[config.mk]
export PLATFORM = sky130hd
export DESIGN_NAME = regfile_write_arbiter_flat
export DESIGN_NICKNAME = d
export VERILOG_FILES = /design/src/rtl/regfile_write_arbiter_pkg.sv /design/src/rtl/regfile_write_arbiter_if.sv /design/src/rtl/regfile_write_arbiter_rr_arbiter.sv /design/src/rtl/regfile_write_arbiter.sv /design/src/flat_wrapper.sv
export SDC_FILE = /design/constraint.sdc
export NUM_CORES = 1
export LEC_CHECK = 0
export BUFFER_PORTS_ARGS = -buffer_cell sky130_fd_sc_hd__buf_2
export CAP_MARGIN = 10
export CELL_PAD_IN_SITES_DETAIL_PLACEMENT = 0
export CELL_PAD_IN_SITES_GLOBAL_PLACEMENT = 1
export CORE_MARGIN = 3
export CORE_UTILIZATION = 32
export DETAILED_ROUTE_END_ITERATION = 8
export GPL_ROUTABILITY_DRIVEN = 0
export HOLD_SLACK_MARGIN = 0.05
export PLACE_DENSITY_LB_ADDON = 0.1
export SLEW_MARGIN = 15
export SYNTH_ARGS = -nofsm -noshare
export SYNTH_HDL_FRONTEND = slang
export SYNTH_SLANG_ARGS = --single-unit
[constraint.sdc]
create_clock -name clk -period 2.1 [get_ports clk]
set_input_delay 0 -clock clk [delete_from_list [all_inputs] [get_ports clk]]
set_output_delay 0 -clock clk [all_outputs]
set_load 0.02 [all_outputs]
[src/rtl/regfile_write_arbiter_pkg.sv]
// ============================================================================
// Module      : regfile_write_arbiter_pkg
// Description : Register-file geometry shared by the writeback arbiter slice.
// Revision    : 1.0 - initial release
// ============================================================================
`default_nettype none

package regfile_write_arbiter_pkg;

    localparam int C_XLEN   = 32;
    localparam int C_REG_AW = 5;
    localparam int C_NREGS  = 32;
    localparam logic [C_REG_AW-1:0] C_REG_ZERO = 5'd0;

    function automatic int unsigned rr_next(input int unsigned g, input int unsigned n);
        return (g + 1 >= n) ? 0 : g + 1;
    endfunction

endpackage

`default_nettype wire

[src/rtl/regfile_write_arbiter_if.sv]
// ============================================================================
// Module      : regfile_write_arbiter_if
// Description : Writeback request bus and RegisterFile write-port bundle.
// Revision    : 1.0 - initial release
// ============================================================================
`default_nettype none

interface regfile_write_arbiter_if
    import regfile_write_arbiter_pkg::*;
#(
    parameter int NREQ   = 2,
    parameter int XLEN   = C_XLEN,
    parameter int REG_AW = C_REG_AW
);
    logic [NREQ-1:0]        req_valid;
    logic [NREQ*REG_AW-1:0] req_addr;
    logic [NREQ*XLEN-1:0]   req_data;
    logic [NREQ-1:0]        req_ready;
    logic                   regWrite;
    logic [REG_AW-1:0]      Writereg;
    logic [XLEN-1:0]        Writedata;
    logic [C_NREGS-1:0]     pend_mask;

    modport master (
        output req_valid, req_addr, req_data,
        input  req_ready, regWrite, Writereg, Writedata, pend_mask
    );

    modport slave (
        input  req_valid, req_addr, req_data,
        output req_ready, regWrite, Writereg, Writedata, pend_mask
    );

endinterface

`default_nettype wire

[src/rtl/regfile_write_arbiter_rr_arbiter.sv]
// ============================================================================
// Module      : regfile_write_arbiter_rr_arbiter
// Description : Combinational round-robin arbiter, first request at/after ptr.
// Revision    : 1.0 - initial release
// ============================================================================
`default_nettype none

module regfile_write_arbiter_rr_arbiter #(
    parameter int N  = 2,
    parameter int PW = (N > 1) ? $clog2(N) : 1
) (
    input  wire logic [N-1:0]  i_req,
    input  wire logic [PW-1:0] i_ptr,
    output logic      [N-1:0]  o_gnt,
    output logic      [PW-1:0] o_idx,
    output logic               o_any
);

    logic [PW-1:0] w_pos;

    // Scan from farthest to nearest so the closest request to ptr wins.
    always_comb begin
        o_idx = '0;
        o_any = 1'b0;
        w_pos = '0;
        for (int k = N - 1; k >= 0; k--) begin
            w_pos = PW'((int'(i_ptr) + k) % N);
            if (i_req[w_pos]) begin
                o_idx = w_pos;
                o_any = 1'b1;
            end
        end
        o_gnt = '0;
        if (o_any) begin
            o_gnt[o_idx] = 1'b1;
        end
    end

endmodule

`default_nettype wire

[src/rtl/regfile_write_arbiter.sv]
// ============================================================================
// Module      : regfile_write_arbiter
// Description : Round-robin share of the RegisterFile write port, 1-cycle stage.
// Revision    : 1.0 - initial release
// ============================================================================
`default_nettype none

module regfile_write_arbiter
    import regfile_write_arbiter_pkg::*;
#(
    parameter int NREQ   = 2,
    parameter int XLEN   = C_XLEN,
    parameter int REG_AW = C_REG_AW
) (
    input  wire logic              clk,
    input  wire logic              rst,
    regfile_write_arbiter_if.slave bus
);

    localparam int PW = (NREQ > 1) ? $clog2(NREQ) : 1;

    logic [NREQ-1:0]    w_gnt;
    logic [PW-1:0]      w_idx;
    logic               w_any;
    logic               w_xfer;
    logic               w_wr;
    logic [REG_AW-1:0]  w_addr;
    logic [XLEN-1:0]    w_data;
    logic [C_NREGS-1:0] w_pend;

    logic [PW-1:0]      r_ptr;
    logic               r_we;
    logic [REG_AW-1:0]  r_addr;
    logic [XLEN-1:0]    r_data;

    regfile_write_arbiter_rr_arbiter #(.N(NREQ), .PW(PW)) u_arb (
        .i_req (bus.req_valid),
        .i_ptr (r_ptr),
        .o_gnt (w_gnt),
        .o_idx (w_idx),
        .o_any (w_any)
    );

    // The stage never stalls, so any grant outside reset is a transfer.
    assign w_xfer        = rst & w_any;
    assign bus.req_ready = rst ? w_gnt : '0;
    assign w_addr        = bus.req_addr[int'(w_idx)*REG_AW +: REG_AW];
    assign w_data        = bus.req_data[int'(w_idx)*XLEN +: XLEN];
    assign w_wr          = w_xfer && (w_addr != REG_AW'(C_REG_ZERO));

    always_ff @(posedge clk) begin
        if (!rst) begin
            r_ptr  <= '0;
            r_we   <= 1'b0;
            r_addr <= '0;
            r_data <= '0;
        end else begin
            r_we <= w_wr;
            if (w_xfer) begin
                r_ptr <= PW'(rr_next(32'(w_idx), NREQ));
            end
            if (w_wr) begin
                r_addr <= w_addr;
                r_data <= w_data;
            end
        end
    end

    for (genvar r = 0; r < C_NREGS; r++) begin : g_pend
        if (r == 0) begin : g_zero
            assign w_pend[r] = 1'b0;
        end else begin : g_decode
            logic w_hit;
            always_comb begin
                w_hit = r_we && (32'(r_addr) == r);
                for (int i = 0; i < NREQ; i++) begin
                    if (bus.req_valid[i] && (32'(bus.req_addr[i*REG_AW +: REG_AW]) == r)) begin
                        w_hit = 1'b1;
                    end
                end
            end
            assign w_pend[r] = rst & w_hit;
        end
    end

    assign bus.regWrite  = r_we;
    assign bus.Writereg  = r_addr;
    assign bus.Writedata = r_data;
    assign bus.pend_mask = w_pend;

endmodule

`default_nettype wire

[src/flat_wrapper.sv]
// flat-port wrapper written by rule: the top's interface ports become plain ports
module regfile_write_arbiter_flat import regfile_write_arbiter_pkg::*;
#(
    parameter int NREQ   = 2,
    parameter int XLEN   = C_XLEN,
    parameter int REG_AW = C_REG_AW
)
  (clk, rst, bus_req_valid, bus_req_addr, bus_req_data, bus_req_ready, bus_regWrite, bus_Writereg, bus_Writedata, bus_pend_mask);
  regfile_write_arbiter_if #(.NREQ(NREQ), .XLEN(XLEN), .REG_AW(REG_AW)) bus_i ();
  input  wire logic clk;
  input  wire logic rst;
  input wire logic [$bits(bus_i.req_valid)-1:0] bus_req_valid;
  input wire logic [$bits(bus_i.req_addr)-1:0] bus_req_addr;
  input wire logic [$bits(bus_i.req_data)-1:0] bus_req_data;
  output wire logic [$bits(bus_i.req_ready)-1:0] bus_req_ready;
  output wire logic [$bits(bus_i.regWrite)-1:0] bus_regWrite;
  output wire logic [$bits(bus_i.Writereg)-1:0] bus_Writereg;
  output wire logic [$bits(bus_i.Writedata)-1:0] bus_Writedata;
  output wire logic [$bits(bus_i.pend_mask)-1:0] bus_pend_mask;
  assign bus_i.req_valid = bus_req_valid;
  assign bus_i.req_addr = bus_req_addr;
  assign bus_i.req_data = bus_req_data;
  assign bus_req_ready = bus_i.req_ready;
  assign bus_regWrite = bus_i.regWrite;
  assign bus_Writereg = bus_i.Writereg;
  assign bus_Writedata = bus_i.Writedata;
  assign bus_pend_mask = bus_i.pend_mask;
  regfile_write_arbiter #(.NREQ(NREQ), .XLEN(XLEN), .REG_AW(REG_AW)) u_core (.clk(clk), .rst(rst), .bus(bus_i));
endmodule
Yosys cells after proc, flatten, opt, wreduce, memory -nomap -nowiden:

Index checks and enable logic that the tools add are counted.

* register bits after elaboration: 39
* latch bits: 0
* memory bits (writable): 0
* bits in read-only memories: 0
* input bits: 78
* output and inout port bits: 72
* word-level logic and storage cells: 310
* memories kept: 0

* add/sub/neg operators: 2
* multipliers: 1
* div/mod/pow operators: 0
* $lt $le $gt $ge: 5
* eq/ne operators: 93
* shift operators: 2
* mux-type cells: 75
* bitwise gates (word level): 32
* reductions and logical operators: 96

Operators by type and width (number)
* $eq 5x5->1 const B: 48
* $eq 5x4->1 const B: 24
* $logic_and 1x1->1: 95
* $mux 1: 72
* $shiftx 64x7->32: 1
* $eq 5x3->1 const B: 12
* $and 1x1->1: 32
* $shiftx 10x32->5: 1
* $eq 5x2->1 const B: 6
* $eq 5x1->1 const B: 3
* $lt 1x2->1 const B: 3
* $reduce_bool 5->1: 1
* $mul 1x3->4 const B: 1
* $mux 2: 2
* $add 1x1->2 const B: 1
* $ge 2x2->1 const B: 1
* $add 1x1->1 const B: 1
* $demux 1 s1: 1
* $ge 1x1->1 const B: 1

Depth between registers and ports, before layout:

* depth in word-level cells: 11
* depth in mapped cells: 6
* mapped depth without buffers: 5

Cells and area by module:

Synthesis repeated with hierarchy kept, for this count alone.

* cell total of the unflattened synthesis: 337
* area total of the unflattened synthesis: 2862.7 µm²

By module, submodules not included
* regfile_write_arbiter: instances 1, cells each 332, area an instance 2830.2 µm², seq. area each 780.7 µm²
* regfile_write_arbiter_rr_arbiter: instances 1, cells each 5, area an instance 32.5 µm², seq. area each 0.0 µm²

Least setup slack after synthesis:

Ideal clock, no wire load.

* path type: register to register
* start: register u_core.r_ptr
* end: register u_core.r_data[0] (netlist: u_core.bus.Writedata[0])
* setup time: 0.072 ns
* arrival time: 1.528 ns
* required time: 2.028 ns
* setup slack: 0.500 ns
* cell stages (with the launch flop): 7
* buffers on the path: 2
* clock period less this slack: 1.600 ns
* cell sequence: dfxtp_1 nand2b_4 and2_4 buf_6 a211oi_4 buf_8 mux2i_1

* word-level cells in the longest chain between the ends: 9
* elaborated cells on any way between the ends: 15
* classes of those cells: add/sub (1); mul (1); shift (2); mux (8); bitwise (1); reduce/logical (2)

RTL lines
* from (decl): RTL line regfile_write_arbiter.sv:31 `logic [PW-1:0] r_ptr;`
* from (signal assigned): RTL line regfile_write_arbiter.sv:60 `r_ptr <= PW'(rr_next(32'(w_idx), NREQ));`
* $add 1x1->1: RTL line regfile_write_arbiter_rr_arbiter.sv:27 `w_pos = PW'((int'(i_ptr) + k) % N);`
* $mux 1 (not written as such) (2 in a row): RTL line regfile_write_arbiter_rr_arbiter.sv:28 `if (i_req[w_pos]) begin`
* $mux 1 (2 in a row): RTL line regfile_write_arbiter_rr_arbiter.sv:28
* $mul 1x3->4: RTL line regfile_write_arbiter.sv:47 `assign w_addr = bus.req_addr[int'(w_idx)*REG_AW +: REG_AW];`
* $shiftx 10x32->5: RTL line regfile_write_arbiter.sv:47
* $reduce_bool 5->1: RTL line regfile_write_arbiter.sv:49 `assign w_wr = w_xfer && (w_addr != REG_AW'(C_REG_ZERO));`
* $logic_and 1x1->1: RTL line regfile_write_arbiter.sv:49
* to (signal assigned): RTL line regfile_write_arbiter.sv:64 `r_data <= w_data;`
* to (decl): RTL line regfile_write_arbiter.sv:34 `logic [XLEN-1:0] r_data;`

Parallel ways exist; a longest one is shown, timed or not. The select of a mux whose other input is x is not followed.
A chain may end at the register's enable or synchronous reset.

Final worst setup path:

* start: register u_core.r_ptr
* end: register u_core.r_data[23] (netlist: u_core.bus.Writedata[23])

The elaborated chain is that of the path after synthesis.

==> flow_summary.json <==
{
  "hold_path.class": "in -> reg",
  "cts_setup_buffers": 0,
  "synth-seq-cells": 39,
  "die_h_um": 101,
  "grt_max_degree": 75,
  "grt_pass1_vias": 3345,
  "crit_path_max_fanout": 34,
  "dpl.hpwl_um": 7000,
  "skew_ns": 0.00758,
  "outcome": "finished, final reports clean",
  "yosys.area.top_type": "dfxtp_1",
  "end_kind": "register",
  "fin_nets": 627,
  "met1_usage": 0.231,
  "viasPerCell": 5.16,
  "async_reset_ff_frac": 0,
  "root_buffer": "clkbuf_8",
  "cts_buffers": 5,
  "die-area_sq_mm": 0.0103,
  "grt_pass1_wl_um": 16400,
  "dpl_worst_slack_ns": 0.444,
  "cap_violations": 0,
  "rows": 34,
  "rsz0062_at_grt": "false",
  "grt_util_met3": 0.0379,
  "postSynthAreaPerCell_sq_um": 8.24,
  "clockBufferDepth": 2,
  "drc": 0,
  "p_leak_nw": 2.11,
  "io_pins": 150,
  "antenna_found_initial": 0,
  "drive_gt1_frac": 0.309,
  "hold_slack_ns": 0.144,
  "worst_slew_pin_slew_ns": 0.734,
  "cts_tree": "done",
  "cp-startpoint": "u_core.r_ptr$_SDFFE_PN0P_",
  "postLayoutCoreUtil": 0.504,
  "synth_fp_nets": 432,
  "n_antenna_cell": 0,
  "portBuffers": 148,
  "worst-setup-path-type": "reg -> reg",
  "p_per_area_mw_per_mm2": 521,
  "syn2layout_area_growth_pct": 52.1,
  "ys_seq_area_frac": 0.268,
  "totalWireLength_um": 10200,
  "r2r_slack_ns": 0.16,
  "synth_edf_count": 0,
  "ys_warn_count": 0,
  "dr.pass1.iters": 4,
  "synth_cell_type_count": 37,
  "p_total_mw": 2.31,
  "overflow": 0,
  "ant_nets": 0,
  "hold_start": "bus_req_valid[0]",
  "num_vias": 3396,
  "synth.top_cell.area_share": 0.268,
  "fmax_ghz": 0.515,
  "crit_required_ns": 2.27,
  "ir_worst_vdd_mv": 0.408,
  "clkLatencyLatePin_ns": 0.28,
  "setup_viol_count_final": 0,
  "relSlewSlack": 0.510,
  "timing.final.crit_share": 0.924,
  "die_x_um": 101,
  "drt_iter0_markers": 165,
  "synth_common_cells": "68 x mux2i_1, 43 x nand2_1, 39 x dfxtp_1, 31 x o21a_1, 30 x nor2_1",
  "hold_violations": 0,
  "core_region_area_sq_mm": 0.00881,
  "tns_ns": 0,
  "fin_crit_ns": 1.94,
  "start_util": 0.331,
  "clk_pin_slew_ns": 0.08,
  "cp_data_arrival_time_ns": 2.11,
  "rr_startpoint": "u_core.r_ptr$_SDFFE_PN0P_",
  "cp-start-kind": "register",
  "synth-main-ff-cell": "dfxtp_1",
  "maxSlewViolCount": 0,
  "syn-cell-area_sq_mm": 0.00292,
  "setup_slack_ns": 0.159,
  "grt_use_met2": 0.360,
  "gr-usage-all-layers": 0.194,
  "cts-htree-levels": 2,
  "busiest_layer": "met2",
  "yosys-top-cells-area": "dfxtp_1 27%, mux2i_1 23%, o21a_1 8.0%, nand2_1 5.5%, o22ai_1 5.4%",
  "cts_sinks": 39,
  "yosysMostFrequentCell": "mux2i_1",
  "routedWlPerCell_um": 15.5,
  "syn_inst": 354
}
-- kinds of logic after synthesis --
| group | after synthesis | share of synthesized area |
|---|---|---|
| AND/OR/NAND/NOR | 138 | 0.244 |
| multiplexers | 69 | 0.237 |
| other | 1 | 0.00129 |
| AO/OA/AOI/OAI | 75 | 0.188 |
| buffers and inverters | 32 | 0.0614 |
| flip-flops | 39 | 0.268 |
-- final timing paths --
kind                                      endpoint  depth (start not counted)
max          u_core.bus.Writedata[23]$_SDFFE_PN0P_                          6
min                      u_core.r_ptr$_SDFFE_PN0P_                          2
max reg2reg  u_core.bus.Writedata[23]$_SDFFE_PN0P_                          6
min reg2reg   u_core.bus.Writedata[9]$_SDFFE_PN0P_                          2
-- worst max-delay path, stage by stage (launching register included) --
cell and delay, ns:
dfxtp_1 0.32, nand2b_4 0.16, nand2_4 0.08, buf_6 0.33, mux2i_1 0.26, dlygate4sd3_1 0.58
mux2i_1 0.06
-- flip-flops by register name, indices dropped and copies added, names as in the netlist --
name	count
u_core.bus.regWrite	1
u_core.bus.Writereg	5
u_core.r_ptr	1
u_core.bus.Writedata	32
-- layout by cell type, fill, tap and decap left out, types with 2 or more instances in the layout --
cell           count
dlygate4sd3_1     64
nand4b_1           7
clkbuf_8           6
buf_2            148
o22ai_1           25
o21ai_0            2
mux2i_1           68
nand3_1           11
nand3b_1           6
nand2b_1          13
o21a_1            31
o211ai_1           4
nor3_1            12
o41ai_1            2
dfxtp_1           39
nand2_1           43
o32ai_1            7
nor2_1            30
nor2b_1            3
nand4_1            7
buf_4              7
-- routing by layer --
layer  up-vias  part of all wire  wire (um)
li1       1689                 -          -
met1      1593              0.42       4260
met2       110              0.51       5270
met3         4             0.063        645
met4         0            0.0056         57
met5         -                 0          0
-- per-stage QoR --
stage / cell area, sq um / cells
detailed placement: 3670 / 586
floorplan: 2920 / 354
global placement: 3670 / 586
global route: 4430 / 658
finish: 4430 / 658
CTS: 4430 / 658
-- final cells by class --
class,count,area [sq um]
flip-flops and latches,39,781
repair buffers,220,1450
clock inverters,2,35.0
fillers,877,4370
well taps,108,135
clock buffers,6,82.6
multi-input cells,283,1960
-- power breakdown --
| part | leakage, nW | total, mW | switching, mW | internal [mW] |
|---|---|---|---|---|
| combinational | 1.72 | 0.795 | 0.430 | 0.365 |
| sequential | 0.325 | 0.874 | 0.0534 | 0.821 |
| clock | 0.0612 | 0.643 | 0.258 | 0.385 |
-- repair_timing --
action | 4_1_cts | 5_1_grt
endpoints found under the hold margin | 32 | 0
gates resized for setup | 0 | 1
hold buffers | 64 | 0
setup endpoints to repair | 0 | 20
No activity file was read; power rests on OpenSTA's default activity.
